==> src/rtl/master_gen_pkg.sv <==
// master_gen_pkg: state encoding and Galois LFSR tap masks.
// These are shared by master_gen and master_gen_lfsr.
package master_gen_pkg;

    typedef enum logic [2:0] {
        IDLE,
        GAP,
        REQ,
        RELEASE,
        DONE
    } state_t;

    // Right-shift Galois masks, maximal length for each width
    localparam logic [63:0] LFSR_TAPS_4  = 64'h0000_0000_0000_000C;
    localparam logic [63:0] LFSR_TAPS_8  = 64'h0000_0000_0000_00B8;
    localparam logic [63:0] LFSR_TAPS_16 = 64'h0000_0000_0000_B400;
    localparam logic [63:0] LFSR_TAPS_32 = 64'h0000_0000_8020_0003;
    localparam logic [63:0] LFSR_TAPS_64 = 64'hD800_0000_0000_0000;

    function automatic logic [63:0] lfsr_taps(input int width);
        case (width)
            4:       return LFSR_TAPS_4;
            8:       return LFSR_TAPS_8;
            16:      return LFSR_TAPS_16;
            32:      return LFSR_TAPS_32;
            64:      return LFSR_TAPS_64;
            default: return 64'd1 << (width - 1);
        endcase
    endfunction

endpackage

==> src/rtl/master_gen_lfsr.sv <==
// master_gen_lfsr: one combinational right-shift Galois LFSR step over DATA_W bits.
// Used by master_gen only when MASTER_GEN_LFSR_EN is defined.
module master_gen_lfsr
    import master_gen_pkg::*;
#(
    parameter int DATA_W = 32
) (
    input  logic [DATA_W-1:0] cur,
    output logic [DATA_W-1:0] nxt
);

    localparam logic [63:0]       TAPS = lfsr_taps(DATA_W);
    localparam logic [DATA_W-1:0] MASK = TAPS[DATA_W-1:0];

    always_comb nxt = (cur >> 1) ^ (cur[0] ? MASK : '0);

endmodule

==> src/rtl/master_gen.sv <==
// master_gen: req/ack data master with programmable gap, transaction limit and counter.
// Define MASTER_GEN_LFSR_EN to replace the incrementing payload with a Galois LFSR.
//
//   state   | meaning
//   IDLE    | stopped, waiting for en
//   GAP     | counting idle cycles before the next request
//   REQ     | req high, waiting for ack
//   RELEASE | four-phase only: waiting for ack to fall
//   DONE    | transaction limit reached, waiting for en low
module master_gen
    import master_gen_pkg::*;
#(
    parameter int                DATA_W     = 32,
    parameter int                GAP_W      = 8,
    parameter int                CNT_W      = 16,
    parameter bit                FOUR_PHASE = 1'b0,
    parameter logic [DATA_W-1:0] SEED       = DATA_W'(1)
) (
    input  logic              clk,
    input  logic              rst_n,
    input  logic              en,
    input  logic [GAP_W-1:0]  gap,
    input  logic [CNT_W-1:0]  num_txn,
    output logic              req,
    output logic [DATA_W-1:0] data,
    input  logic              ack,
    output logic              busy,
    output logic              done,
    output logic [CNT_W-1:0]  txn_cnt
);

    state_t            state_q, state_d;
    logic [GAP_W-1:0]  gap_cnt_q, gap_cnt_d;
    logic [CNT_W-1:0]  num_q, num_d;
    logic [CNT_W-1:0]  txn_cnt_q, txn_cnt_d;
    logic [DATA_W-1:0] data_q, data_d, data_next;
    logic              req_q, req_d;
    logic              busy_q, busy_d;
    logic              done_q, done_d;

`ifdef MASTER_GEN_LFSR_EN
    // An all-zero LFSR would lock up, so a zero seed is promoted to 1
    localparam logic [DATA_W-1:0] SEED_RST = (SEED == '0) ? DATA_W'(1) : SEED;

    master_gen_lfsr #(.DATA_W(DATA_W)) u_lfsr (
        .cur (data_q),
        .nxt (data_next)
    );
`else
    localparam logic [DATA_W-1:0] SEED_RST = SEED;

    assign data_next = data_q + DATA_W'(1);
`endif

    always_comb begin
        state_d   = state_q;
        gap_cnt_d = gap_cnt_q;
        num_d     = num_q;
        txn_cnt_d = txn_cnt_q;
        data_d    = data_q;
        req_d     = req_q;
        case (state_q)
            IDLE: begin
                req_d = 1'b0;
                if (en) begin
                    state_d   = GAP;
                    gap_cnt_d = gap;
                    num_d     = num_txn;
                end
            end
            GAP: begin
                req_d = 1'b0;
                if (!en) begin
                    state_d = IDLE;
                end else if (gap_cnt_q != '0) begin
                    gap_cnt_d = gap_cnt_q - GAP_W'(1);
                end else begin
                    state_d = REQ;
                    req_d   = 1'b1;
                    data_d  = data_next;
                end
            end
            REQ: begin
                if (ack) begin
                    req_d     = 1'b0;
                    txn_cnt_d = txn_cnt_q + CNT_W'(1);
                    if (FOUR_PHASE) begin
                        state_d = RELEASE;
                    end else if ((num_q != '0) && (txn_cnt_d == num_q)) begin
                        state_d = DONE;
                    end else begin
                        state_d   = GAP;
                        gap_cnt_d = gap;
                    end
                end
            end
            RELEASE: begin
                if (!ack) begin
                    if ((num_q != '0) && (txn_cnt_q == num_q)) begin
                        state_d = DONE;
                    end else begin
                        state_d   = GAP;
                        gap_cnt_d = gap;
                    end
                end
            end
            DONE: begin
                req_d = 1'b0;
                if (!en) begin
                    state_d   = IDLE;
                    txn_cnt_d = '0;
                end
            end
            default: begin
                state_d = IDLE;
                req_d   = 1'b0;
            end
        endcase
        busy_d = (state_d == GAP) || (state_d == REQ) || (state_d == RELEASE);
        done_d = (state_d == DONE);
    end

    always_ff @(posedge clk or negedge rst_n) begin
        if (!rst_n) begin
            state_q   <= IDLE;
            gap_cnt_q <= '0;
            num_q     <= '0;
            txn_cnt_q <= '0;
            data_q    <= SEED_RST;
            req_q     <= 1'b0;
            busy_q    <= 1'b0;
            done_q    <= 1'b0;
        end else begin
            state_q   <= state_d;
            gap_cnt_q <= gap_cnt_d;
            num_q     <= num_d;
            txn_cnt_q <= txn_cnt_d;
            data_q    <= data_d;
            req_q     <= req_d;
            busy_q    <= busy_d;
            done_q    <= done_d;
        end
    end

    assign req     = req_q;
    assign data    = data_q;
    assign busy    = busy_q;
    assign done    = done_q;
    assign txn_cnt = txn_cnt_q;

endmodule

==> config.mk <==
export PLATFORM = sky130hd
export DESIGN_NAME = master_gen
export DESIGN_NICKNAME = d
export VERILOG_FILES = /design/src/rtl/master_gen_pkg.sv /design/src/rtl/master_gen_lfsr.sv /design/src/rtl/master_gen.sv
export SDC_FILE = /design/constraint.sdc
export NUM_CORES = 1
export LEC_CHECK = 0
export CAP_MARGIN = 30
export CORE_ASPECT_RATIO = 0.8
export CORE_MARGIN = 3
export CORE_UTILIZATION = 55
export DETAILED_ROUTE_END_ITERATION = 8
export DONT_BUFFER_PORTS = 1
export PLACE_DENSITY = 0.7
export SLEW_MARGIN = 10
export SYNTH_ARGS = -nofsm -noshare
export SYNTH_HDL_FRONTEND = slang
export SYNTH_SLANG_ARGS = --single-unit
==> constraint.sdc <==
create_clock -name clk -period 7.35 [get_ports clk]
set_input_delay 1.47 -clock clk [delete_from_list [all_inputs] [get_ports clk]]
set_output_delay 1.47 -clock clk [all_outputs]
set_load 0.02 [all_outputs]
# Word level (Yosys, flattened, before mapping)
# Index checks and enable logic that the tools add are counted.
# classes
addsub,3
n_eq_ne,18
muxes,24
bitwise_logic,2
reduce_logical,14
# ops
cell,count
$mux W8,7
$add A32 B1 Y32 const B,1
$eq A16 B16 Y1,2
$mux W16,2
$pmux W16 S2,1
$pmux W8 S4,1
$mux W3,8
$add A16 B1 Y16 const B,1
$ne A2 B2 Y1 const B,8
$reduce_bool A16 Y1,1
$pmux W3 S5,1
$eq A3 B2 Y1 const B,4
$reduce_and A8 Y1,1
$reduce_bool A8 Y1,1
$sub A8 B1 Y8 const B,1
$eq A3 B1 Y1 const B,2
$eq A3 B3 Y1 const B,2
$reduce_and A3 Y1,2
$reduce_and A2 Y1,2
$reduce_bool A4 Y1,1
$logic_not A3 Y1,1
$mux W1,3
$pmux W1 S3,1
$logic_and A1 B1 Y1,2
other kinds (3),5
# word_totals
regBits,78

# Depth between registers and ports, before layout
# depth
ltp_word,9
mapped_depth,10
depth_no_buf,9

# Worst setup path before layout
# OpenSTA, ideal clock, no wires.
# synth_path
kind,input port to flip-flop
from,input en
to,register gap_cnt_q[4]
arrival_ns,3.360
required_time_ns,7.256
slack_ns,3.896
stages,8
path_buffers,1
cell_sequence,or3b_2 nor4_4 nor3_1 o21ai_1 and2_1 buf_2 mux2_2 a211oi_1
# synth_between
elab_chain_len,2
# synth_lines
item,line,text
start: declaration,master_gen.sv:21,"input logic en,"
$ne A2 B2 Y1 (no source line),-,
$reduce_and A8 Y1 (no source line) *,-,
end signal: assignment,master_gen.sv:135,gap_cnt_q <= gap_cnt_d;
end: declaration,master_gen.sv:33,"logic [GAP_W-1:0] gap_cnt_q, gap_cnt_d;"
# Every way passes the cells marked *; elsewhere a longest branch is shown, timed or not.
# A chain may end at the register's enable or synchronous reset.

# Final worst setup path
# Same ends and word-level chain as after synthesis.

==> flow_summary.ini <==
[drt]
vias = 3184
wl_microns = 9520
initialDrtViolationCount = 213
ant_nets = 0
first_pass_iters = 4
routedWlPerCell_microns = 17.8
drc = 0
vias_per_cell = 5.95

[floorplan]
die_height_microns = 85.3
io_pins = 79
initial_core_util_pct = 57.6
core_area_sq_mm = 0.00750
die_x_microns = 105
rows = 28
dieArea_sq_mm = 0.00896

[placed_design]
numPortBuffers = 0
gp_congestion = 0.911
dp_hpwl_microns = 6980
postPlaceCellArea_sq_mm = 0.00436

[clock_tree]
clockBufferDepth = 2
clk_pin_slew_worst_paths_ns = 0.09
htreeDepth = 3
clock_latency_ns = 0.36
cts-root-buf = clkbuf_8
cts_sinks = 78
holdBufCountCts = 0
cts_setup_buffers = 0
cts_resized = 0
cts_buffers = 9
cts_tree = built

[yosys]
synth_area_sq_mm = 0.00432
ys_async_sr_fraction_pct = 100
syn_nets = 464
synth_edf_count = 0
netlist.area_leader.share_pct = 44.6
synth-seq-cells = 78
synth.most_common_cell = dfrtp_1
synthDistinctLibCells = 57
ys_top_cells_by_area = dfrtp_1 45%, xnor2_1 7.1%, xor2_1 5.7%
syn_avg_cell_area_sq_um = 10.0
synth_flop_cell = dfrtp_1
yosys.area.top_type = dfrtp_1
yosysWarningCount = 0
synth_commonest_cells = 77 x dfrtp_1, 35 x xnor2_1, 34 x nor2_1, 31 x nand2_1, 30 x nand3_1
syn_inst = 432
synth_seq_area_share_pct = 45.2

[sta]
min_period_ns = 3.34
skew_ns = 0.0110
setup_viol = 0
fmax_mhz = 300
grt_setup_unrepaired = no
final.period_utilization_pct = 45.4
hold_viol = 0
drv_slew = 0
slew_headroom_pct = 39.7
fin_tns_setup_ns = 0
worstMarginPinSlew_ns = 0.902

[grt]
antenna_found_initial = 2
gr-total-overflow = 0
grt_pass1_wl_microns = 16000
grt_pass1_vias = 3123
grt_max_degree = 79
grt_util_all_layers_pct = 22.3

[cells_and_area]
syn2layout_area_growth_pct = 5.80
drive_gt1_share_pct = 13.5
final_util_pct = 60.9
final_area_sq_mm = 0.00457
nets = 457
diodes = 0

[hold_path]
hold_path.class = flop to flop
hold_path_depth = 1

[critical_path]
cp.arrival_ns = 3.60
crit_fanout = 8
cp-start-kind = input pin
required_ns = 7.61
crit_chain = or3b_2 > nor4_4 > nor3_1 > o21ai_1 > and2_1 > mux2_2 > a211oi_1
end_kind = flop
critPathKind = input pin to flop
cp_slowest_stage_delay_ns = 0.50
critPathSlowestCell = nor4_4
reg2regPathDepth = 8

[run]
maxCapViolCount = 0

[outcome]
status = complete, no violations

[pwr]
p_leak_nw = 1.94
ir_worst_vdd_mv = 0.150
power.density_mw_per_mm2 = 233
[cell type report]
class | count | area (sq um)
inverters | 6 | 22.5
repair buffers | 1 | 7.51
clock buffers | 9 | 124
fillers | 659 | 2930
clock inverters | 7 | 81.3
well taps | 105 | 131
multi-input cells | 329 | 2250
flip-flops and latches | 78 | 1950
[per-layer routing]
metal | track usage (%) | vias up | routed length [microns]
met3 | 8.90 | 19 | 865
met2 | 32.2 | 119 | 4040
met4 | 7.15 | 4 | 157
met1 | 30.8 | 1512 | 4440
li1 | - | 1530 | -
met5 | 0 | - | 21
[per-stage QoR]
stage / hold WS (ns) / power, W / instances / setup WS [ns]
2_1_floorplan: 0.523 / 0.000687 / 432 / 3.90
3_3_place_gp: 0.544 / 0.000729 / 519 / 3.74
3_5_place_dp: 0.559 / 0.000736 / 519 / 3.65
4_1_cts: 0.582 / 0.00107 / 535 / 4.03
5_1_grt: 0.603 / 0.00113 / 535 / 3.79
6_report: 0.576 / 0.00107 / 535 / 4.01
[state kept, by name (all words and copies together) (netlist names)]
| signal | cells |
|---|---|
| state_q | 3 |
| data | 32 |
| txn_cnt | 16 |
| gap_cnt_q | 8 |
| req | 1 |
| num_q | 16 |
| busy | 1 |
| done | 1 |
[report_power, final]
| group | switching [W] | total, W | leakage [nW] | internal, W |
|---|---|---|---|---|
| clock network | 0.000174 | 0.000336 | 0.106 | 0.000162 |
| logic | 0.0000874 | 0.000174 | 0.807 | 0.0000864 |
| registers | 0.0000797 | 0.000556 | 1.02 | 0.000476 |
[cells in the final DEF, fill, tap and decap left out, drive strengths merged, types with 4 or more instances in the layout]
master,count
xnor2,35
a21oi,11
and3,13
nor4,8
nand4,12
and2,5
ha,4
inv,9
nand3,31
or3,5
and4,10
nor3,15
o21ai,12
nor2b,6
nand2,31
o211ai,12
mux2i,5
xor2,28
mux2,18
dfrtp,77
clkbuf,9
nor2,37
[worst max-delay path, delay by kind of cell]
kind	cells	cell delay, ns
mux	1	0.37
compound gates	2	0.34
simple gates	4	1.42
[worst paths after layout]
check | start | endpoint | slack, ns
max in group asynchronous | rst_n | data[0] | 6.35
min in group asynchronous | rst_n | txn_cnt[9] | 0.80
setup / recovery | en | gap_cnt_q[4] | 4.01
hold reg to reg | num_q[3] | num_q[3] | 0.58
setup reg to reg | txn_cnt[1] | busy | 4.03
hold / removal | num_q[3] | num_q[3] | 0.58
[kinds of logic (layout without fill, tap and decap cells)]
| kind of cell | Yosys count | in the layout | synth area share (%) |
|---|---|---|---|
| AND/OR/NAND/NOR | 188 | 188 | 24.5 |
| flip-flops | 78 | 78 | 45.2 |
| XOR/XNOR | 63 | 63 | 12.8 |
| AO/OA/AOI/OAI | 51 | 51 | 7.80 |
| buffers and inverters | 25 | 23 | 2.69 |
| multiplexers | 23 | 23 | 5.85 |
| adder cells (fa/ha/maj) | 4 | 4 | 1.16 |
No activity file was read; power rests on OpenSTA's default activity.
